## config.mk

```make
export PLATFORM = sky130hd
export DESIGN_NAME = piso_frame_serializer
export DESIGN_NICKNAME = d
export VERILOG_FILES = /design/src/rtl/piso_frame_serializer.sv
export SDC_FILE = /design/constraint.sdc
export NUM_CORES = 1
export LEC_CHECK = 0
export BUFFER_PORTS_ARGS = -buffer_cell sky130_fd_sc_hd__buf_2
export CAP_MARGIN = 10
export CORE_UTILIZATION = 58
export DETAILED_ROUTE_END_ITERATION = 8
export PLACE_DENSITY = 0.86
export RECOVER_POWER = 50
export SYNTH_ARGS = -nofsm -noshare
export SYNTH_HDL_FRONTEND = slang
export SYNTH_SLANG_ARGS = --single-unit
```

## constraint.sdc

```tcl
create_clock -name clk -period 2.05 [get_ports clk]
set_clock_uncertainty 0.05 [all_clocks]
set_input_delay 0.41 -clock clk [delete_from_list [all_inputs] [get_ports clk]]
set_output_delay 0.41 -clock clk [all_outputs]
set_load 0.05 [all_outputs]
```

## src/rtl/piso_frame_serializer.sv

```systemverilog
// piso_frame_serializer
//   Double-buffered frame serialiser. A frame of CHANNELS words, each WIDTH bits
//   wide, is accepted into a holding register over a valid/ready handshake. It
//   is then moved into a shift register and sent one bit per enable strobe on sd.
//   Channel 0 is sent first. Within each word the bit order is set by MSB_FIRST.
//   Back-to-back frames are reloaded from holding with no gap bit.
//
// Ports
//   clk          system clock, rising edge
//   rstn         asynchronous active-low reset
//   enable       shift strobe (bit-clock tick)
//   in_data      frame; channel k = in_data[k*WIDTH +: WIDTH]
//   in_valid     in_data valid
//   in_ready     holding register empty (0 while in reset)
//   sd           serial data
//   ws           word select (LSB of channel index)
//   ch_idx       channel currently on sd
//   frame_start  one-cycle pulse when a frame enters the shifter
//   underrun     one-cycle pulse when a frame ends with holding empty
//   busy         serialiser is in RUN
module piso_frame_serializer #(
  parameter int WIDTH     = 32,
  parameter int CHANNELS  = 2,
  parameter int MSB_FIRST = 1,
  localparam int FRAME    = CHANNELS * WIDTH,
  localparam int CH_W     = (CHANNELS > 1) ? $clog2(CHANNELS) : 1,
  localparam int CNT_W    = (FRAME > 1) ? $clog2(FRAME) : 1
) (
  input  logic                clk,
  input  logic                rstn,
  input  logic                enable,
  input  logic [FRAME-1:0]    in_data,
  input  logic                in_valid,
  output logic                in_ready,
  output logic                sd,
  output logic                ws,
  output logic [CH_W-1:0]     ch_idx,
  output logic                frame_start,
  output logic                underrun,
  output logic                busy
);

  typedef enum logic [0:0] {
    ST_IDLE = 1'b0,
    ST_RUN  = 1'b1
  } state_t;

  state_t             state_r;
  logic [FRAME-1:0]   shift_r;
  logic [FRAME-1:0]   hold_r;
  logic               hold_full_r;
  logic               ready_en_r;
  logic [CNT_W-1:0]   bit_cnt_r;
  logic               frame_start_r;
  logic               underrun_r;

  logic               accept_s;
  logic               last_bit_s;
  logic               load_s;

  // Rearranges a frame so that the bit to be sent first sits at the top of the
  // shifter. After that a plain left shift yields the channel and bit order.
  function automatic logic [FRAME-1:0] order_frame(input logic [FRAME-1:0] f);
    logic [FRAME-1:0] o;
    o = '0;
    for (int k = 0; k < CHANNELS; k++) begin
      for (int b = 0; b < WIDTH; b++) begin
        if (MSB_FIRST != 0) begin
          o[FRAME-1-(k*WIDTH+b)] = f[k*WIDTH+WIDTH-1-b];
        end else begin
          o[FRAME-1-(k*WIDTH+b)] = f[k*WIDTH+b];
        end
      end
    end
    return o;
  endfunction

  // Handshake and reload decode.
  always_comb begin
    accept_s   = in_valid & in_ready;
    last_bit_s = (bit_cnt_r == CNT_W'(FRAME - 1));
    if (state_r == ST_IDLE) begin
      load_s = enable & hold_full_r;
    end else begin
      load_s = enable & hold_full_r & last_bit_s;
    end
  end

  // Holding register. ready_en_r keeps in_ready low until the first clock
  // after reset release.
  always_ff @(posedge clk or negedge rstn) begin
    if (!rstn) begin
      hold_r      <= '0;
      hold_full_r <= 1'b0;
      ready_en_r  <= 1'b0;
    end else begin
      ready_en_r <= 1'b1;
      if (accept_s) begin
        hold_r      <= in_data;
        hold_full_r <= 1'b1;
      end else if (load_s) begin
        hold_full_r <= 1'b0;
      end else begin
        hold_full_r <= hold_full_r;
      end
    end
  end

  // Serialiser FSM with registered frame_start / underrun pulses.
  always_ff @(posedge clk or negedge rstn) begin
    if (!rstn) begin
      state_r       <= ST_IDLE;
      shift_r       <= '0;
      bit_cnt_r     <= '0;
      frame_start_r <= 1'b0;
      underrun_r    <= 1'b0;
    end else begin
      frame_start_r <= 1'b0;
      underrun_r    <= 1'b0;
      case (state_r)
        ST_IDLE: begin
          if (load_s) begin
            shift_r       <= order_frame(hold_r);
            bit_cnt_r     <= '0;
            state_r       <= ST_RUN;
            frame_start_r <= 1'b1;
          end
        end
        ST_RUN: begin
          if (enable) begin
            if (!last_bit_s) begin
              shift_r   <= shift_r << 1;
              bit_cnt_r <= bit_cnt_r + CNT_W'(1);
            end else if (hold_full_r) begin
              // Seamless reload: next frame's first bit follows with no gap.
              shift_r       <= order_frame(hold_r);
              bit_cnt_r     <= '0;
              frame_start_r <= 1'b1;
            end else begin
              shift_r    <= '0;
              bit_cnt_r  <= '0;
              state_r    <= ST_IDLE;
              underrun_r <= 1'b1;
            end
          end
        end
        default: begin
          state_r   <= ST_IDLE;
          shift_r   <= '0;
          bit_cnt_r <= '0;
        end
      endcase
    end
  end

  // Output decode straight from registered state.
  always_comb begin
    in_ready    = ready_en_r & ~hold_full_r;
    frame_start = frame_start_r;
    underrun    = underrun_r;
    if (state_r == ST_RUN) begin
      busy   = 1'b1;
      sd     = shift_r[FRAME-1];
      ch_idx = CH_W'(bit_cnt_r / CNT_W'(WIDTH));
    end else begin
      busy   = 1'b0;
      sd     = 1'b0;
      ch_idx = '0;
    end
    ws = ch_idx[0];
  end

endmodule
```

# After elaboration in Yosys (flattened, before gate mapping)
# Index checks and enable logic that the tools add are counted.
[totals]
ff_bits = 139
input_bits = 68
out_inout_bits = 7
[classes]
addsub = 1
eq_ne = 3
n_mux = 27
n_bitwise = 6
reduce_logical = 2
[ops]
columns = ["op", "count"]
rows = [
  ["$mux 64", 4],
  ["$pmux 64 s2", 1],
  ["$mux 6", 3],
  ["$mux 1", 16],
  ["$pmux 6 s2", 1],
  ["$add 6x1->6 const B", 1],
  ["$eq 6x6->1 const B", 1],
  ["$and 1x1->1", 4],
  ["$ne 2x2->1 const B", 2],
  ["$pmux 1 s2", 2],
  ["$not 1->1", 2],
  ["$reduce_and 2->1", 1],
  ["$reduce_bool 2->1", 1],
]

# Depth between registers and ports, before layout
# Gate-level depths: netlist of the first run.
[depth]
ltp_word = 5
depth_mapped = 6
ltp_nobuf = 4

# Worst setup path after synthesis of the first run
# OpenSTA, ideal clock, no wires.
[synth_path]
kind = "register -> output"
from = "reg state_r"
to = "out ws"
arrival_time_ns = 1.578
required_time_ns = 1.590
path_slack_ns = 0.012
stages_incl_launch_ff = 5
n_path_buf = 2
path_cell_list = "dfrtp_1 -> buf_4 -> nand2_1 -> inv_1 -> buf_4"
[synth_via]
elab_chain_len = 1
[synth_lines]
columns = ["element", "line", "source"]
rows = [
  ["start, declared", "48", "state_t state_r;"],
  ["start signal, assigned", "112", "state_r <= ST_IDLE;"],
  ["start signal, assigned", "125", "state_r <= ST_RUN;"],
  ["start signal, assigned", "142", "state_r <= ST_IDLE;"],
  ["$mux 1", "161", "if (state_r == ST_RUN) begin"],
  ["end, declared", "36", "output logic ws,"],
]
# No other way between the ends.

# Worst setup path after layout of the first run
[layout_path]
from = "reg hold_full_r"
to = "out in_ready"
[layout_via]
elab_chain_len = 2
[layout_lines]
columns = ["element", "line", "source"]
rows = [
  ["start, declared", "51", "logic hold_full_r;"],
  ["start signal, assigned", "104", "hold_full_r <= hold_full_r;"],
  ["$not 1->1", "158", "in_ready = ready_en_r & ~hold_full_r;"],
  ["$and 1x1->1", "158", ""],
  ["end, declared", "34", "output logic in_ready,"],
]
# No other way between the ends.

==> results of run 1 <==
-- area by class of cell --
class                           count  area, um2
Tap cell                          133        166
Inverter                            1       3.75
Multi-Input combinational cell    231       2240
Fill cell                         657       2790
Clock buffer                       20        435
Sequential cell                   139       3480
Clock inverter                     12        165
Timing Repair Buffer               87        537
-- per-layer routing --
layer | global-route usage, % | wire length [um]
met3 | 5.83 | 469
met4 | 9.64 | 222
met2 | 41.4 | 6150
met1 | 31.0 | 5120
met5 | 0 | 0
-- timing repair --
action	4_1_cts	5_1_grt
endpoints found under the hold margin	46	0
resized for setup	1	0
buffers inserted	0	3
setup endpoints to repair	3	2
hold buffers	1	0
-- placed cells by master, fill, tap and decap left out, drive strengths merged, types with 4 or more instances in the layout --
cell type and instances:
a221o 63, a22o 4, and2 65, buf 85, clkbuf 21, clkinv 5
dfrtp 139, mux2 65, nand2 9, nand3 4
-- flip-flops by register name, indices dropped and copies added (netlist names) --
signal and flops:
hold_full_r 1, underrun 1, state_r 1, ready_en_r 1, shift_r 64, bit_cnt_r 6, frame_start 1, hold_r 64
-- power by group through the flow --
stage	registers (uW)	clock network (uW)	logic (uW)
after floorplan	4350	0	2190
after global routing	4720	3280	2890
final	4620	3100	2680
after CTS	4620	3130	2690
after global placement	4560	0	2490
after detailed placement	4610	0	2640
-- worst reg2reg max path: stages, from the launching register on --
cell	delay, ps
dfrtp_1	400
ha_1	260
nand3_1	220
o22ai_4	120
buf_12	190
a221o_1	480
-- kinds of logic (layout without fill, tap and decap cells) --
kind of cell	after synthesis	count (layout)
DFF	139	139
muxes	67	67
other	1	1
buffers and inverters	31	120
and+or+nand+nor	86	86
AOI/OAI and AO/OA	76	76
adders and majority gates	1	1
-- final timing paths --
| kind | to | start | slack (ps) | cells past startpoint |
|---|---|---|---|---|
| max reg2reg | shift_r[58]$_DFFE_PN0P_ | bit_cnt_r[0]$_DFFE_PN0P_ | 190 | 5 |
| max | in_ready | hold_full_r$_DFFE_PN0P_ | 70 | 2 |
| min reg2reg | hold_r[63]$_DFFE_PN0P_ | hold_r[63]$_DFFE_PN0P_ | 450 | 1 |
| min in group asynchronous | hold_r[55]$_DFFE_PN0P_ | rstn | 610 | 2 |
| min | hold_r[34]$_DFFE_PN0P_ | in_data[34] | 50 | 2 |
| max in group asynchronous | hold_r[32]$_DFFE_PN0P_ | rstn | 380 | 3 |
-- per-stage QoR --
stage               instances  utilization, %
floorplan                 401               -
global placement          587            65.4
detailed placement        587            65.4
CTS                       620            71.6
global route              623            71.6
finish                    623            71.6
==> impl_metrics.json, run 1 <==
{
  "hold_viol_final": 0,
  "status": "completed",
  "root_buffer": "clkbuf_8",
  "synth_edf_count": 0,
  "powerDensity_mw_per_mm2": 1480,
  "finalCriticalPeriod_ps": 1980,
  "die_area_mm2": 0.0106,
  "grt_pass1_wl_um": 19100,
  "power.leakage_uw": 0.00349,
  "setup_slack_ps": 72.8,
  "p_seq_share_pct": 44.4,
  "irDropWorstVdd_mv": 0.693,
  "ioPinCount": 75,
  "drive_above_1_share_pct": 35.5,
  "worst_pin_slew_ps": 1210,
  "required_ps": 1590,
  "drt-initial-drc-count": 299,
  "grt_util_all_layers_pct": 24.6,
  "worst-setup-path-type": "flip-flop to output pin",
  "cts_sinks": 139,
  "dpl.hpwl_um": 7100,
  "hp-class": "primary input to flip-flop",
  "cts_buffers": 17,
  "nNetsFinal": 546,
  "yosysMostFrequentCell": "dfrtp_1",
  "antenna_found_initial": 0,
  "comb_power_share_pct": 25.8,
  "synth_cell_type_count": 32,
  "num_antenna_cells": 0,
  "clkLatencyLatePin_ps": 520,
  "initial_core_util_pct": 60.3,
  "p_clk_share_pct": 29.8,
  "synth_fp_nets": 470,
  "arrival_ps": 1520,
  "synth_flop_cell": "dfrtp_1",
  "drc": 0,
  "path_clk_slew_ps": 60,
  "synth-seq-cells": 139,
  "grt_start_max_net_pins": 66,
  "grt_setup_unrepaired": "false",
  "synth_top_family_by_area": "multiplexers",
  "cpMaxStageDelayCell": "dfrtp_1",
  "timing.final.crit_share_pct": 96.4,
  "cts_tree": "yes",
  "relSlewSlack_pct": 19.1,
  "synth_warnings": 0,
  "synth_top_area_share_pct": 58.7,
  "fin_area_mm2": 0.00703,
  "wire_per_inst_um": 19.2,
  "die_w_um": 103,
  "critPathBufInv": 1,
  "yosys.area_share.simple_pct": 8.85,
  "antenna_left": 0,
  "ys_seq_area_share_pct": 58.7,
  "avgViaCountPerCell": 5.91,
  "syn_area_mm2": 0.00592,
  "drtPass1Iterations": 5,
  "synth_cells": 401,
  "cpPeakStageDelay_ps": 490,
  "area_delta_synth_final_pct": 18.8,
  "grt_pass1_vias": 3782,
  "routed_wl_um": 12000,
  "p_int_uw": 7330,
  "vias": 3679,
  "synth_xor_area_share_pct": 0,
  "row_count": 36,
  "setup_viol": 0,
  "core_area_mm2": 0.00982,
  "maxCapViolations": 0,
  "power_uw": 10400,
  "fmax_mhz": 506,
  "slew_violations": 0,
  "synthMuxAreaShare_pct": 15.8,
  "ys_top_cells_by_area": "dfrtp_1 59%, mux2_4 12%, a221o_1 11%, and2_1 6.9%, mux2_1 2.9%",
  "synth_compound_area_share_pct": 12.6,
  "synth-async-reset-ratio_pct": 100,
  "synth_fa_ha_area_share_pct": 0.211,
  "htreeDepth": 4,
  "gp_congestion": 0.835,
  "clockBufferDepth": 2,
  "setup_tns_ps": 0,
  "die_h_um": 103,
  "crit_path_cell_trace": "nor2b_2, buf_2",
  "placed_area_mm2": 0.00642,
  "overflow": 0,
  "io_buffers": 74,
  "syn_avg_cell_area_um2": 14.8,
  "dp_worst_setup_slack_ps": 340,
  "netlist_top_cells_count": "139 x dfrtp_1, 65 x and2_1, 63 x a221o_1",
  "start_kind": "flip-flop",
  "synth_largest_area_cell": "dfrtp_1",
  "end_kind": "output pin",
  "power_switching_share_pct": 29.5,
  "p_switching_uw": 3070,
  "path_max_fanout": 8,
  "critPathTopFamily": "flip-flops",
  "hold_slack_ps": 46.9
}
No activity file was read; power rests on OpenSTA's default activity.
==> inputs of run 2 (changes only) <==
Settings changed: SETUP_SLACK_MARGIN set to 0.1.
==> run 2 against run 1 <==
Critical path depth increased by 2. Power is 0.87% lower. Final cell count grew 0.32%. Via count is 1.7% lower. Hold slack lost 2.7 ps. Register-to-register slack improved by 40 ps. Critical endpoint is now ws. Largest power group unchanged.
==> impl_metrics.json, run 2 (synthesized netlist as in run 1, its figures left out) <==
{
  "status": "completed",
  "final_common_cell": "dfrtp_1",
  "path_clk_slew_ps": 60,
  "hold_slack_ps": 44.2,
  "antenna_left": 0,
  "reg2reg_to": "shift_r[47]$_DFFE_PN0P_",
  "drc": 0,
  "routed_wl_um": 11800,
  "maxCapViolations": 0,
  "start_kind": "flip-flop",
  "initial_core_util_pct": 60.3,
  "cts_sinks": 139,
  "fin_area_mm2": 0.00708,
  "relSlewSlack_pct": 20.1,
  "utilization_pct": 72.1,
  "avgViaCountPerCell": 5.79,
  "grt_util_all_layers_pct": 23.8,
  "grt_pass1_wl_um": 18700,
  "num_antenna_cells": 0,
  "worst-setup-path-type": "flip-flop to output pin",
  "end_kind": "output pin",
  "die_w_um": 103,
  "required_ps": 1590,
  "hp-class": "primary input to flip-flop",
  "worstHoldPathCells": 2,
  "worst_pin_slew_ps": 1200,
  "vias": 3618,
  "clockBufferDepth": 2,
  "grt_pass1_vias": 3730,
  "ioPinCount": 75,
  "fmax_mhz": 533,
  "nFillCells": 652,
  "worst_hold_startpoint": "in_data[37]",
  "reg2reg_depth": 5,
  "gp_congestion": 0.849,
  "placed_area_mm2": 0.00644,
  "arrival_ps": 1420,
  "regToRegSetupSlack_ps": 230,
  "drt-initial-drc-count": 194,
  "power.leakage_uw": 0.00351,
  "powerDensity_mw_per_mm2": 1460,
  "die_area_mm2": 0.0106,
  "grt_setup_unrepaired": "true",
  "reg2reg_from": "bit_cnt_r[0]$_DFFE_PN0P_",
  "stdcell_count": 625,
  "irDropWorstVdd_mv": 0.867,
  "nNetsFinal": 548,
  "drtPass1Iterations": 4,
  "io_buffers": 74,
  "row_count": 36,
  "die_h_um": 103,
  "antenna_found_initial": 0,
  "layout_common_cells": "138 x dfrtp_1, 69 x buf_2, 65 x and2_1, 63 x a221o_1, 49 x mux2_4",
  "clkLatencyLatePin_ps": 520,
  "htreeDepth": 4,
  "root_buffer": "clkbuf_8",
  "placed_cells": 590,
  "drive_above_1_share_pct": 36.2,
  "cts_tree": "yes",
  "grt_start_max_net_pins": 68,
  "slew_violations": 0,
  "hold_viol_final": 0,
  "overflow": 0,
  "finalCriticalPeriod_ps": 1880,
  "cts_buffers": 17,
  "min_to": "hold_r[37]$_DFFE_PN0P_",
  "reg.largest.list": "hold_r: 64 flops, shift_r: 64 flops, bit_cnt_r: 6 flops",
  "path_max_fanout": 12,
  "setup_tns_ps": 0,
  "area_delta_synth_final_pct": 19.6,
  "wire_per_inst_um": 18.8,
  "dpl.hpwl_um": 7210,
  "timing.final.crit_share_pct": 91.5,
  "setup_viol": 0,
  "core_area_mm2": 0.00982
}
[run 2: routing by layer]
layer  share of wire, %  track usage [%]  vias to the layer above
li1                   -                -                     1655
met1                 43             30.6                     1863
met2                 52             38.8                       86
met3                3.5             6.78                       14
met4                1.4             8.56                        0
met5                  0                0                        -
[run 2: area by class of cell]
cell class | instances | area [um2] | area share (%)
sequential | 139 | 3480 | 49.1
multi-input combinational | 231 | 2250 | 31.8
timing repair buffer | 89 | 597 | 8.43
clock buffer | 19 | 442 | 6.24
tap | 133 | 166 | 2.35
clock inverter | 13 | 144 | 2.03
inverter | 1 | 3.75 | 0.0530
[run 2: timing repair]
action / in CTS / in global routing
hold buffers: 1 / 0
pin swaps: 1 / 0
gates resized for setup: 7 / 2
setup endpoints to repair: 6 / 4
buffers inserted: 0 / 1
hold endpoints to repair: 41 / 0
[run 2: worst max-delay path, cell delays in order (launching register included)]
cell and delay (ps):
dfrtp_2 390, buf_6 160, nand2_2 70, inv_1 70, buf_4 190
[run 2: metrics by stage]
stage | setup WS, ps | power (uW)
floorplan | 176 | 6540
global placement | 189 | 7080
detailed placement | 92.3 | 7270
CTS | 91.5 | 10300
global route | 51.8 | 10800
finish | 174 | 10300
[run 2: worst max-delay path by stage]
stage                      startpoint                  endpoint  slack (ps)  cells after the start
floorplan           state_r$_DFF_PN0_                        ws         180                      4
global placement    state_r$_DFF_PN0_  bit_cnt_r[0]$_DFFE_PN0P_         190                      3
detailed placement  state_r$_DFF_PN0_  bit_cnt_r[4]$_DFFE_PN0P_          90                      3
CTS                 state_r$_DFF_PN0_                        sd          90                      3
global route                     rstn    hold_r[14]$_DFFE_PN0P_          50                      3
finish              state_r$_DFF_PN0_                        ws         170                      4
[run 2: power breakdown]
part	switching, uW	leakage, uW	total, uW	internal, uW
Combinational	1120	0.00149	2740	1620
Clock	1170	0.000276	2970	1800
Sequential	745	0.00175	4600	3860
Total	3030	0.00351	10300	7280
==> inputs of run 3 (changes only) <==
Settings changed: CORE_UTILIZATION 58 to 40, PLACE_DENSITY 0.86 to 0.65, SLEW_MARGIN set to 20.
==> run 3 against run 2 <==
Via count is 0.55% lower. Routed wire length decreased by 0.40%. Critical path depth grew 1. Hold slack improved by 110 ps. Highest routed layer unchanged. Flip-flop and latch count stayed put. Sequential share of layout area about the same. Utilization decreased by 23 points. Die area grew 44%. Global-route usage down 7.2 points. Sequential power fell by 0.9%. Count of clock-buffer cells in the layout down 1.
==> impl_metrics.json, run 3 (synthesized netlist as in run 1, its figures left out) <==
{
  "routed_wl_um": 11700,
  "row_count": 44,
  "stdcell_count": 680,
  "placed_area_mm2": 0.00652,
  "cpPeakStageDelay_ps": 590,
  "crit_path_cell_trace": "buf_4, o21ai_4, clkbuf_1, and2_1, a221o_1",
  "worst-setup-path-type": "flip-flop to flip-flop",
  "final_common_cell": "dfrtp_1",
  "die_h_um": 124,
  "wire_per_inst_um": 17.3,
  "irDropWorstVdd_mv": 0.702,
  "die_area_mm2": 0.0153,
  "io_buffers": 74,
  "critPathTopFamily": "buffers and inverters",
  "htreeDepth": 4,
  "fin_area_mm2": 0.00708,
  "drive_above_1_share_pct": 35.7,
  "fmax_mhz": 533,
  "relSlewSlack_pct": 43.6,
  "antenna_found_initial": 3,
  "met1_length_um": 5510,
  "nFillCells": 1250,
  "setup_viol": 0,
  "antenna_left": 0,
  "hp-class": "primary input to flip-flop",
  "cts_sinks": 139,
  "ioPinCount": 75,
  "p_switching_uw": 2960,
  "start_kind": "flip-flop",
  "avgViaCountPerCell": 5.29,
  "power.leakage_uw": 0.00349,
  "root_buffer": "clkbuf_16",
  "nNetsFinal": 549,
  "p_int_uw": 7020,
  "comb_power_share_pct": 26.7,
  "critPathBufInv": 2,
  "grt_pass1_wl_um": 18900,
  "overflow": 0,
  "initial_core_util_pct": 40.9,
  "grt_start_max_net_pins": 59,
  "die_w_um": 124,
  "path_max_fanout": 21,
  "path_clk_slew_ps": 60,
  "vias": 3598,
  "gp_congestion": 0.806,
  "core_area_mm2": 0.0145,
  "timing.final.crit_share_pct": 91.5,
  "dpl.hpwl_um": 7220,
  "p_seq_share_pct": 45.6,
  "dr_wl_met3_um": 616,
  "setup_slack_ps": 174,
  "drc": 0,
  "grt_util_all_layers_pct": 16.6,
  "finalCriticalPeriod_ps": 1880,
  "power_switching_share_pct": 29.7,
  "hold_viol_final": 0,
  "top_layer_used": "met4",
  "cpMaxStageDelayCell": "clkbuf_1",
  "reg.largest.list": "hold_r: 64 flops, shift_r: 64 flops, bit_cnt_r: 6 flops",
  "status": "completed",
  "clkLatencyLatePin_ps": 410,
  "required_ps": 2350,
  "arrival_ps": 2180,
  "clockBufferDepth": 2,
  "slew_violations": 0,
  "drtPass1Iterations": 4,
  "regToRegSetupSlack_ps": 170,
  "placed_cells": 641,
  "grt_setup_unrepaired": "false",
  "dp_worst_setup_slack_ps": 350,
  "layout_common_cells": "139 x dfrtp_1, 72 x buf_2, 65 x and2_1, 63 x a221o_1, 49 x mux2_4",
  "end_kind": "flip-flop",
  "drt-initial-drc-count": 230,
  "cts_tree": "yes",
  "maxCapViolations": 0,
  "grt_pass1_vias": 3620,
  "met2_length_um": 5350,
  "p_clk_share_pct": 27.6,
  "cts_buffers": 17,
  "setup_tns_ps": 0,
  "worst_pin_slew_ps": 846,
  "power_uw": 9990,
  "area_delta_synth_final_pct": 19.6,
  "powerDensity_mw_per_mm2": 1410
}
run 3: cell count changes in the layout (fill, tap and decap cells not counted), sizes merged:
cell | previous run | this run
buf | 85 | 86
inv | 2 | 3
clkbuf | 22 | 21
clkinvlp | 4 | 2
diode | 0 | 3
bufinv | 2 | 0
clkinv | 6 | 10
run 3: per-layer routing:
layer | track usage [%] | vias up
met5 | 0 | -
met4 | 7.68 | 0
met3 | 5.49 | 18
met2 | 24.7 | 83
met1 | 21.9 | 1843
li1 | - | 1654
run 3: path summary, 6_finish.rpt:
check / cells past startpoint / end / start
setup / recovery: 5 / shift_r[61]$_DFFE_PN0P_ / state_r$_DFF_PN0_
max in group asynchronous: 3 / shift_r[17]$_DFFE_PN0P_ / rstn
hold reg to reg: 1 / shift_r[52]$_DFFE_PN0P_ / shift_r[51]$_DFFE_PN0P_
hold / removal: 2 / hold_r[33]$_DFFE_PN0P_ / in_data[33]
setup reg to reg: 5 / shift_r[61]$_DFFE_PN0P_ / state_r$_DFF_PN0_
min in group asynchronous: 2 / hold_r[54]$_DFFE_PN0P_ / rstn
run 3: final cells by class:
type | count | area [um2] | share of cell area, %
Tap cell | 184 | 230 | 3.25
Sequential cell | 139 | 3480 | 49.1
Clock buffer | 18 | 439 | 6.20
Timing Repair Buffer | 90 | 578 | 8.16
Clock inverter | 14 | 97.6 | 1.38
Multi-Input combinational cell | 231 | 2250 | 31.7
Inverter | 1 | 3.75 | 0.0530
Antenna cell | 3 | 7.51 | 0.106
run 3: what timing repair did:
item | 4_1_cts | 5_1_grt
setup buffers | 3 | 0
endpoints found under the hold margin | 55 | 0
hold buffers | 1 | 0
endpoints found under the setup margin | 2 | 1
pin swaps | 0 | 0
gates resized for setup | 0 | 2
run 3: power groups by stage:
stage                     clock [uW]  sequential, uW  combinational [uW]
after floorplan                    0            4360                2190
after global placement             0            4570                2560
after detailed placement           0            4580                2650
after CTS                       2850            4560                2710
after global routing            2960            4700                2910
final                           2760            4560                2670
run 3: per-stage QoR:
stage	utilization, %	hold WS [ps]
4_1_cts	48.9	131
5_1_grt	48.9	141
3_3_place_gp	45.0	364
2_1_floorplan	-	64.4
3_5_place_dp	45.0	369
6_report	48.9	152
